$ cat config.mk
export PLATFORM = sky130hd
export DESIGN_NAME = rob_int
export DESIGN_NICKNAME = d
export VERILOG_FILES = /design/src/rtl/rob_int.sv
export SDC_FILE = /design/constraint.sdc
export NUM_CORES = 1
export LEC_CHECK = 0
export BUFFER_PORTS_ARGS = -buffer_cell sky130_fd_sc_hd__buf_2
export CAP_MARGIN = 30
export CORE_MARGIN = 3
export CORE_UTILIZATION = 54
export CTS_CLUSTER_DIAMETER = 200
export DETAILED_ROUTE_END_ITERATION = 6
export PLACE_DENSITY = 0.72
export SETUP_SLACK_MARGIN = 0.05
export SLEW_MARGIN = 20
export SYNTH_ARGS = -nofsm -noshare
export SYNTH_HDL_FRONTEND = slang
export SYNTH_SLANG_ARGS = --single-unit
$ cat constraint.sdc
create_clock -name clk -period 4.1 [get_ports clk]
set_input_delay 0.205 -clock clk [delete_from_list [all_inputs] [get_ports clk]]
set_output_delay 0.205 -clock clk [all_outputs]
set_load 0.005 [all_outputs]
$ cat src/rtl/rob_int.sv
// rob_int: integer reorder buffer feeding the integer register file write port.
// Accepts in-order allocations and out-of-order completions, and retires at
// most one entry per cycle in program order. x0 is never written.
//
// Ports:
//   clk, rst                 clock, async active-high reset
//   flush                    synchronous squash of all entries
//   alloc_valid/has_rd/rd    allocation request from dispatch
//   alloc_ready, alloc_tag   combinational: entry free, tag granted (tail index)
//   cmpl_valid/tag/data      completion from execute
//   wr_enable/addr/data      registered register-file write port
//   empty, count             combinational occupancy
module rob_int #(
  parameter int unsigned DEPTH = 8,
  parameter int unsigned TAG_W = $clog2(DEPTH)
) (
  input  logic             clk,
  input  logic             rst,
  input  logic             flush,
  input  logic             alloc_valid,
  input  logic             alloc_has_rd,
  input  logic [4:0]       alloc_rd,
  output logic             alloc_ready,
  output logic [TAG_W-1:0] alloc_tag,
  input  logic             cmpl_valid,
  input  logic [TAG_W-1:0] cmpl_tag,
  input  logic [31:0]      cmpl_data,
  output logic             wr_enable,
  output logic [4:0]       wr_addr,
  output logic [31:0]      wr_data,
  output logic             empty,
  output logic [TAG_W:0]   count
);

  localparam int unsigned PTR_W = TAG_W + 1;

  // Control state (reset) and payload state (no reset; qualified by ent_valid)
  logic [DEPTH-1:0] ent_valid;
  logic [DEPTH-1:0] ent_done;
  logic [DEPTH-1:0] ent_has_rd;
  logic [4:0]       ent_rd   [DEPTH];
  logic [31:0]      ent_data [DEPTH];

  logic [PTR_W-1:0] head;
  logic [PTR_W-1:0] tail;
  logic [TAG_W-1:0] head_idx;
  logic [TAG_W-1:0] tail_idx;

  logic full_c;
  logic alloc_fire_c;
  logic cmpl_fire_c;
  logic retire_c;

  // Occupancy and handshake; the wrap bit keeps full and empty distinct
  assign head_idx     = head[TAG_W-1:0];
  assign tail_idx     = tail[TAG_W-1:0];
  assign count        = tail - head;
  assign full_c       = (count == PTR_W'(DEPTH));
  assign empty        = (count == '0);
  assign alloc_ready  = !full_c;
  assign alloc_tag    = tail_idx;
  assign alloc_fire_c = alloc_valid && alloc_ready;
  assign cmpl_fire_c  = cmpl_valid && ent_valid[cmpl_tag];
  assign retire_c     = ent_valid[head_idx] && ent_done[head_idx];

  // Pointers, valid/done bits and the registered write port
  always_ff @(posedge clk or posedge rst) begin
    if (rst) begin
      ent_valid <= '0;
      ent_done  <= '0;
      head      <= '0;
      tail      <= '0;
      wr_enable <= 1'b0;
      wr_addr   <= '0;
      wr_data   <= '0;
    end else if (flush) begin
      ent_valid <= '0;
      head      <= '0;
      tail      <= '0;
      wr_enable <= 1'b0;
    end else begin
      wr_enable <= retire_c && ent_has_rd[head_idx] && (ent_rd[head_idx] != 5'd0);
      if (retire_c) begin
        wr_addr             <= ent_rd[head_idx];
        wr_data             <= ent_data[head_idx];
        ent_valid[head_idx] <= 1'b0;
        head                <= head + PTR_W'(1);
      end
      if (cmpl_fire_c) begin
        ent_done[cmpl_tag] <= 1'b1;
      end
      // Allocation never targets the retiring head (that would need full) or
      // a valid completing entry, so applying it last is safe
      if (alloc_fire_c) begin
        ent_valid[tail_idx] <= 1'b1;
        ent_done[tail_idx]  <= 1'b0;
        tail                <= tail + PTR_W'(1);
      end
    end
  end

  // Entry payload capture
  always_ff @(posedge clk) begin
    if (alloc_fire_c) begin
      ent_has_rd[tail_idx] <= alloc_has_rd;
      ent_rd[tail_idx]     <= alloc_rd;
    end
    if (cmpl_fire_c) begin
      ent_data[cmpl_tag] <= cmpl_data;
    end
  end

endmodule

Word level (Yosys, flattened, before mapping)
Memory sizes are Yosys's and may differ from the RTL's. A register that Yosys moved wholly into a read port is not among the register bits.
Cells that the tools add are included.

word-level totals
  register bits after elaboration = 38
  RAM bits = 296
  input port bits = 46
  output and inout bits = 47
  logic and storage cells = 71
  memories = 2

memories
  memory    words  width  rd ports  clocked after memory_dff  write ports  line  source
  ent_data  8      32     1         1                         1            42    logic [31:0] ent_data [DEPTH];
  ent_rd    8      5      1         0                         1            41    logic [4:0] ent_rd [DEPTH];

cells by class
  add/subtract/negate cells = 3
  magnitude comparators = 6
  equal/unequal tests = 1
  mux-type cells = 31
  bitwise logic cells = 7
  reduce and logical (&&, ||, !) cells = 14

operators by type and width
  cell                                                               number
  2-to-1 mux 8 bit                                                   7
  AND 8 bit                                                          2
  2-to-1 mux 4 bit                                                   4
  inverter 8 bit                                                     2
  OR 8 bit                                                           2
  binary-select mux 1 bit (select 3 bit)                             4
  < comparator 3 x 4 -> 1 bit, second input constant                 3
  2-to-1 mux 1 bit                                                   12
  demux 1 bit (select 3 bit)                                         3
  greater-or-equal comparator 3 x 1 -> 1 bit, second input constant  3
  adder 4 x 1 -> 4 bit, second input constant                        2
  bitwise mux 8 bit                                                  1
  logical AND 1 bit                                                  8
  nonzero test 5 bit                                                 1
  equality test 4 bit, second input constant                         1
  logical NOT 4 bit                                                  1
  nonzero test 2 bit                                                 2
  subtractor 4 bit                                                   1
  AND reduction 2 bit                                                1
  logical NOT 1 bit                                                  1
  inverter 1 bit                                                     1

Depth between registers and ports, before layout
  word-level depth = 11
  depth in mapped cells = 9
  depth with buffers taken out = 9

Worst setup path after synthesis
Ideal clock, no wire load.

  path type = reg-to-reg
  start = register ent_valid[2]
  end = memory ent_data[0][0] (enable)
  data arrival time = 3,495 ps
  slack = 144 ps
  stages on the path, launching flop included = 5
  clock period less this slack = 3,956 ps
  cell sequence = dfrtp_1 > or3b_2 > a21boi_0 > o311ai_1 > nor3_1

between the ends
  cells in the longest elaborated chain, start to end = 5

ends and longest elaborated chain
  item                                    line  source
  start: declaration                      38    logic [DEPTH-1:0] ent_valid;
  start signal: assignment                69    ent_valid <= '0;
  start signal: assignment                77    ent_valid <= '0;
  start signal: indexed assignment        86    ent_valid[head_idx] <= 1'b0;
  binary-select mux 1 bit (select 3 bit)  63    assign cmpl_fire_c = cmpl_valid && ent_valid[cmpl_tag];
  2-to-1 mux 1 bit (implied by the code)  63
  logical AND 1 bit                       63
  2-to-1 mux 1 bit                        108   if (cmpl_fire_c) begin
  2-to-1 mux 1 bit (implied by the code)  109   ent_data[cmpl_tag] <= cmpl_data;
  end: declaration                        42

Every way passes these cells. The select of a mux whose other input is x is not followed.

Final worst setup path
  start = register head[0]
  end = memory ent_rd[4][1] (enable)

between the ends
  cells in the longest elaborated chain, start to end = 6

ends and longest elaborated chain
  item                                    line  source
  start: declaration                      44    logic [PTR_W-1:0] head;
  start signal: assignment                87    head <= head + PTR_W'(1);
  subtractor 4 bit                        57    assign count = tail - head;
  equality test 4 bit                     58    assign full_c = (count == PTR_W'(DEPTH));
  logical NOT 1 bit                       60    assign alloc_ready = !full_c;
  logical AND 1 bit                       62    assign alloc_fire_c = alloc_valid && alloc_ready;
  2-to-1 mux 1 bit                        104   if (alloc_fire_c) begin
  2-to-1 mux 1 bit (implied by the code)  106   ent_rd[tail_idx] <= alloc_rd;
  end: declaration                        41

Every way passes these cells.

==> qor.csv <==
stage,metric,value,unit
synth,Synth Instances,830,
detailed_routing,vias per cell,6.30,
clock_tree,CTS tree,yes,
finish,Nets,1021,
synth,"Top FF cell, synth",edfxtp_1,
power_and_ir_drop,switch share,0.233,
placement,# placed instances,1222,
finish,fraction of layout cells with a size suffix above 1,0.205,
timing,Max Freq,305,MHz
detailed_routing,via count,8372,
finish,final core occ,0.648,
placement,# port buffers,92,
setup_path,CP endpoint kind,flip-flop,
hold_path,Min-Delay Path Class,primary input to flip-flop,
timing,worst slew pin tran,850,ps
clock_tree,post_cts resized,0,
detailed_routing,DRC,0,
grt,GRT Overall Usage,0.228,
synth,Netlist cell types,62,
setup_path,worst path arrival time,3430,ps
clock_tree,worst-case clock buffer depth,3,
grt,global-route wire length before repair,49300,um
die,Die W,167,um
timing,unrepaired setup endpoints after global routing,no,
placement,DP Area,0.0148,sq mm
outcome,status,completed,
clock_tree,Worst-path clk slew,60,ps
clock_tree,worst skew pair latency,520,ps
placement,gp weighted congestion,0.879,
finish,antenna cells,0,
flow_run,Max Cap Viol,0,
synth,Syn Area/Cell,16.8,sq um
synth,ys async rst share,0.169,
setup_path,startpoint types,flip-flop,
power_and_ir_drop,Seq pwr share,0.521,
synth,Syn Nets,882,
timing,Rel. slew slack,0.432,
die,row count,58,
timing,Final Critical Period,3280,ps
setup_path,critical path class,flip-flop to flip-flop,
placement,Post-DP HPWL,17500,um
clock_tree,cts bufs inserted,38,
setup_path,Crit path required time,4250,ps
synth,"EDFF count, synth",304,
power_and_ir_drop,Tot Pwr,0.00853,W
finish,post-route cell area,0.0164,sq mm
timing,final hold vios,0,
grt,Overflow after GRT,0,
detailed_routing,DR iter-0 viols,651,
timing,Setup Skew,18.0,ps
die,Top Ports,93,
finish,Finished Layout Cells,1328,
grt,vias in the first global route,8359,
power_and_ir_drop,clock power share,0.376,
die,core area,0.0253,sq mm
power_and_ir_drop,leakage,5.88,nW
clock_tree,clock sink total,366,
detailed_routing,drt pass-1 iters,5,
synth,Ys Warns,0,
power_and_ir_drop,NetSw,0.00199,W
detailed_routing,wire per inst,24.0,um
synth,Synth Cell Area,0.0140,sq mm
timing,TNS Setup,0,ps
power_and_ir_drop,Int Power,0.00655,W
clock_tree,H-tree Lvls,2,
finish,area delta synth->final,17.6,%
synth,post-synthesis sequential area ratio,0.765,
grt,largest net degree at the start of global routing,50,
die,Die Y,167,um
die,Starting Density,0.551,
power_and_ir_drop,combinational share of power,0.103,
timing,Final setup viols,0,
finish,Layout fillers,1731,
detailed_routing,final wirelength,31800,um
setup_path,CP Max Fanout,14,
clock_tree,clk root buf,clkbuf_16,
grt,initial antenna violation count,0,
synth,Synth Register Bits,366,
power_and_ir_drop,worst vdd ir,0.000496,V
timing,Final Max Tran Viols,0,
power_and_ir_drop,Pwr Density,520,mW/mm^2
detailed_routing,Routed Antenna Nets,0,
timing,final period utilization,0.799,
die,DIE AREA,0.0278,sq mm
-- synth_stat cells (4+ instances only) --
| library cell | n | area share |
|---|---|---|
| nand2b_1 | 7 | 0.0031 |
| buf_4 | 7 | 0.0038 |
| and3b_1 | 4 | 0.0025 |
| or3_1 | 4 | 0.0018 |
| mux4_2 | 6 | 0.0097 |
| nor3_1 | 18 | 0.0065 |
| o32ai_1 | 4 | 0.0025 |
| nor2b_1 | 6 | 0.0027 |
| clkbuf_1 | 33 | 0.0089 |
| a21oi_1 | 8 | 0.0029 |
| mux2i_1 | 14 | 0.010 |
| ha_1 | 5 | 0.0045 |
| mux2_2 | 8 | 0.0065 |
| o2bb2ai_1 | 4 | 0.0025 |
| o31ai_1 | 4 | 0.0022 |
| buf_2 | 13 | 0.0047 |
| nand3_1 | 5 | 0.0018 |
| nand2_1 | 12 | 0.0032 |
| edfxtp_1 | 304 | 0.65 |
| a31oi_1 | 35 | 0.016 |
| dfrtp_1 | 62 | 0.11 |
| inv_1 | 10 | 0.0027 |
| o32a_1 | 5 | 0.0036 |
| o21ai_0 | 5 | 0.0018 |
| a22o_1 | 66 | 0.041 |
| a221oi_1 | 67 | 0.042 |
| nor2_1 | 62 | 0.017 |
-- metal layers --
metal  vias up  wire length, um  global-route usage
met5         -                0                   0
met4         0              762              0.0649
met3        65             2290              0.0370
met2       360            15600               0.374
met1      4275            13200               0.323
li1       3672                -                   -
-- cell type report --
| type | count | area (sq um) | area share |
|---|---|---|---|
| clock inverter | 10 | 100 | 0.00610 |
| multi-input combinational | 395 | 3050 | 0.186 |
| clock buffer | 59 | 1070 | 0.0652 |
| sequential | 366 | 10700 | 0.651 |
| inverter | 12 | 45.0 | 0.00274 |
| timing repair buffer | 156 | 1060 | 0.0645 |
| tap | 330 | 413 | 0.0252 |
-- logic make-up (layout without fill, tap and decap cells) --
| family | after synthesis | count (layout) | share of synthesized area |
|---|---|---|---|
| DFF | 366 | 366 | 0.765 |
| AOI/OAI and AO/OA | 222 | 222 | 0.130 |
| and+or+nand+nor | 133 | 133 | 0.0460 |
| buffers and inverters | 69 | 237 | 0.0227 |
| muxes | 29 | 29 | 0.0270 |
| adders and majority gates | 6 | 6 | 0.00592 |
| xor gates and xnor gates | 5 | 5 | 0.00314 |
-- power groups by stage --
stage               combinational [W]  clock, W  sequential, W
finish                       0.000876   0.00321        0.00445
global route                 0.000971   0.00342        0.00447
CTS                          0.000871   0.00326        0.00444
detailed placement           0.000846         0        0.00451
global placement             0.000815         0        0.00451
floorplan                    0.000445         0        0.00448
-- cell usage in the layout, fill, tap and decap left out, types with 5 or more instances in the layout --
cell | netlist | final
mux2_2 | 8 | 8
inv_1 | 10 | 9
buf_2 | 13 | 92
a221oi_1 | 67 | 67
a21oi_1 | 8 | 8
nor2_4 | 0 | 6
nor2b_1 | 6 | 6
dfrtp_1 | 62 | 62
buf_4 | 7 | 27
clkbuf_16 | 0 | 38
edfxtp_1 | 304 | 304
mux4_2 | 6 | 6
mux2i_1 | 14 | 14
a22o_1 | 66 | 66
clkinv_1 | 1 | 5
a31oi_1 | 35 | 35
ha_1 | 5 | 5
o32a_1 | 5 | 5
dlygate4sd3_1 | 0 | 34
nor2_1 | 62 | 54
clkbuf_1 | 33 | 17
nand2b_1 | 7 | 7
nor3_1 | 18 | 14
o21ai_0 | 5 | 5
nand3_1 | 5 | 5
nand2_1 | 12 | 12
-- worst max-delay path, cell delays in order, from the launching register on --
cell,delay [ps]
dfrtp_1,690
ha_1,280
inv_1,70
fa_1,390
xor2_1,230
nor3_1,70
buf_4,160
a311o_1,510
nor2_1,490
-- per-stage QoR --
step / setup WS [ps] / hold WS, ps
5_1_grt: 634 / 18.2
3_3_place_gp: 1000 / 446
6_report: 825 / 19.1
2_1_floorplan: 144 / 304
3_5_place_dp: 880 / 460
4_1_cts: 859 / 0.645
-- flip-flops by register name, indices dropped and copies added, names as in the netlist --
name / count
ent_rd: 40
ent_done: 8
wr_addr: 5
ent_has_rd: 8
ent_data: 256
head: 4
wr_enable: 1
tail: 4
ent_valid: 8
wr_data: 32
-- worst paths after layout --
check                             from      endpoint  slack [ps]  cells after the start
setup / recovery               head[0]  ent_rd[4][1]         820                      8
max in group asynchronous          rst   wr_data[10]        3050                      4
hold / removal             alloc_rd[2]  ent_rd[2][2]          20                      1
hold reg to reg            ent_done[0]   ent_done[0]         500                      1
setup reg to reg               head[0]  ent_rd[4][1]         820                      8
min in group asynchronous          rst   wr_data[24]         250                      3
-- repair_timing --
| item | 4_1_cts | 5_1_grt |
|---|---|---|
| endpoints found under the hold margin | 296 | 0 |
| setup endpoints to repair | 0 | 0 |
| hold buffers | 34 | 0 |
| setup buffers | 0 | 0 |
No activity file was read; power rests on OpenSTA's default activity.
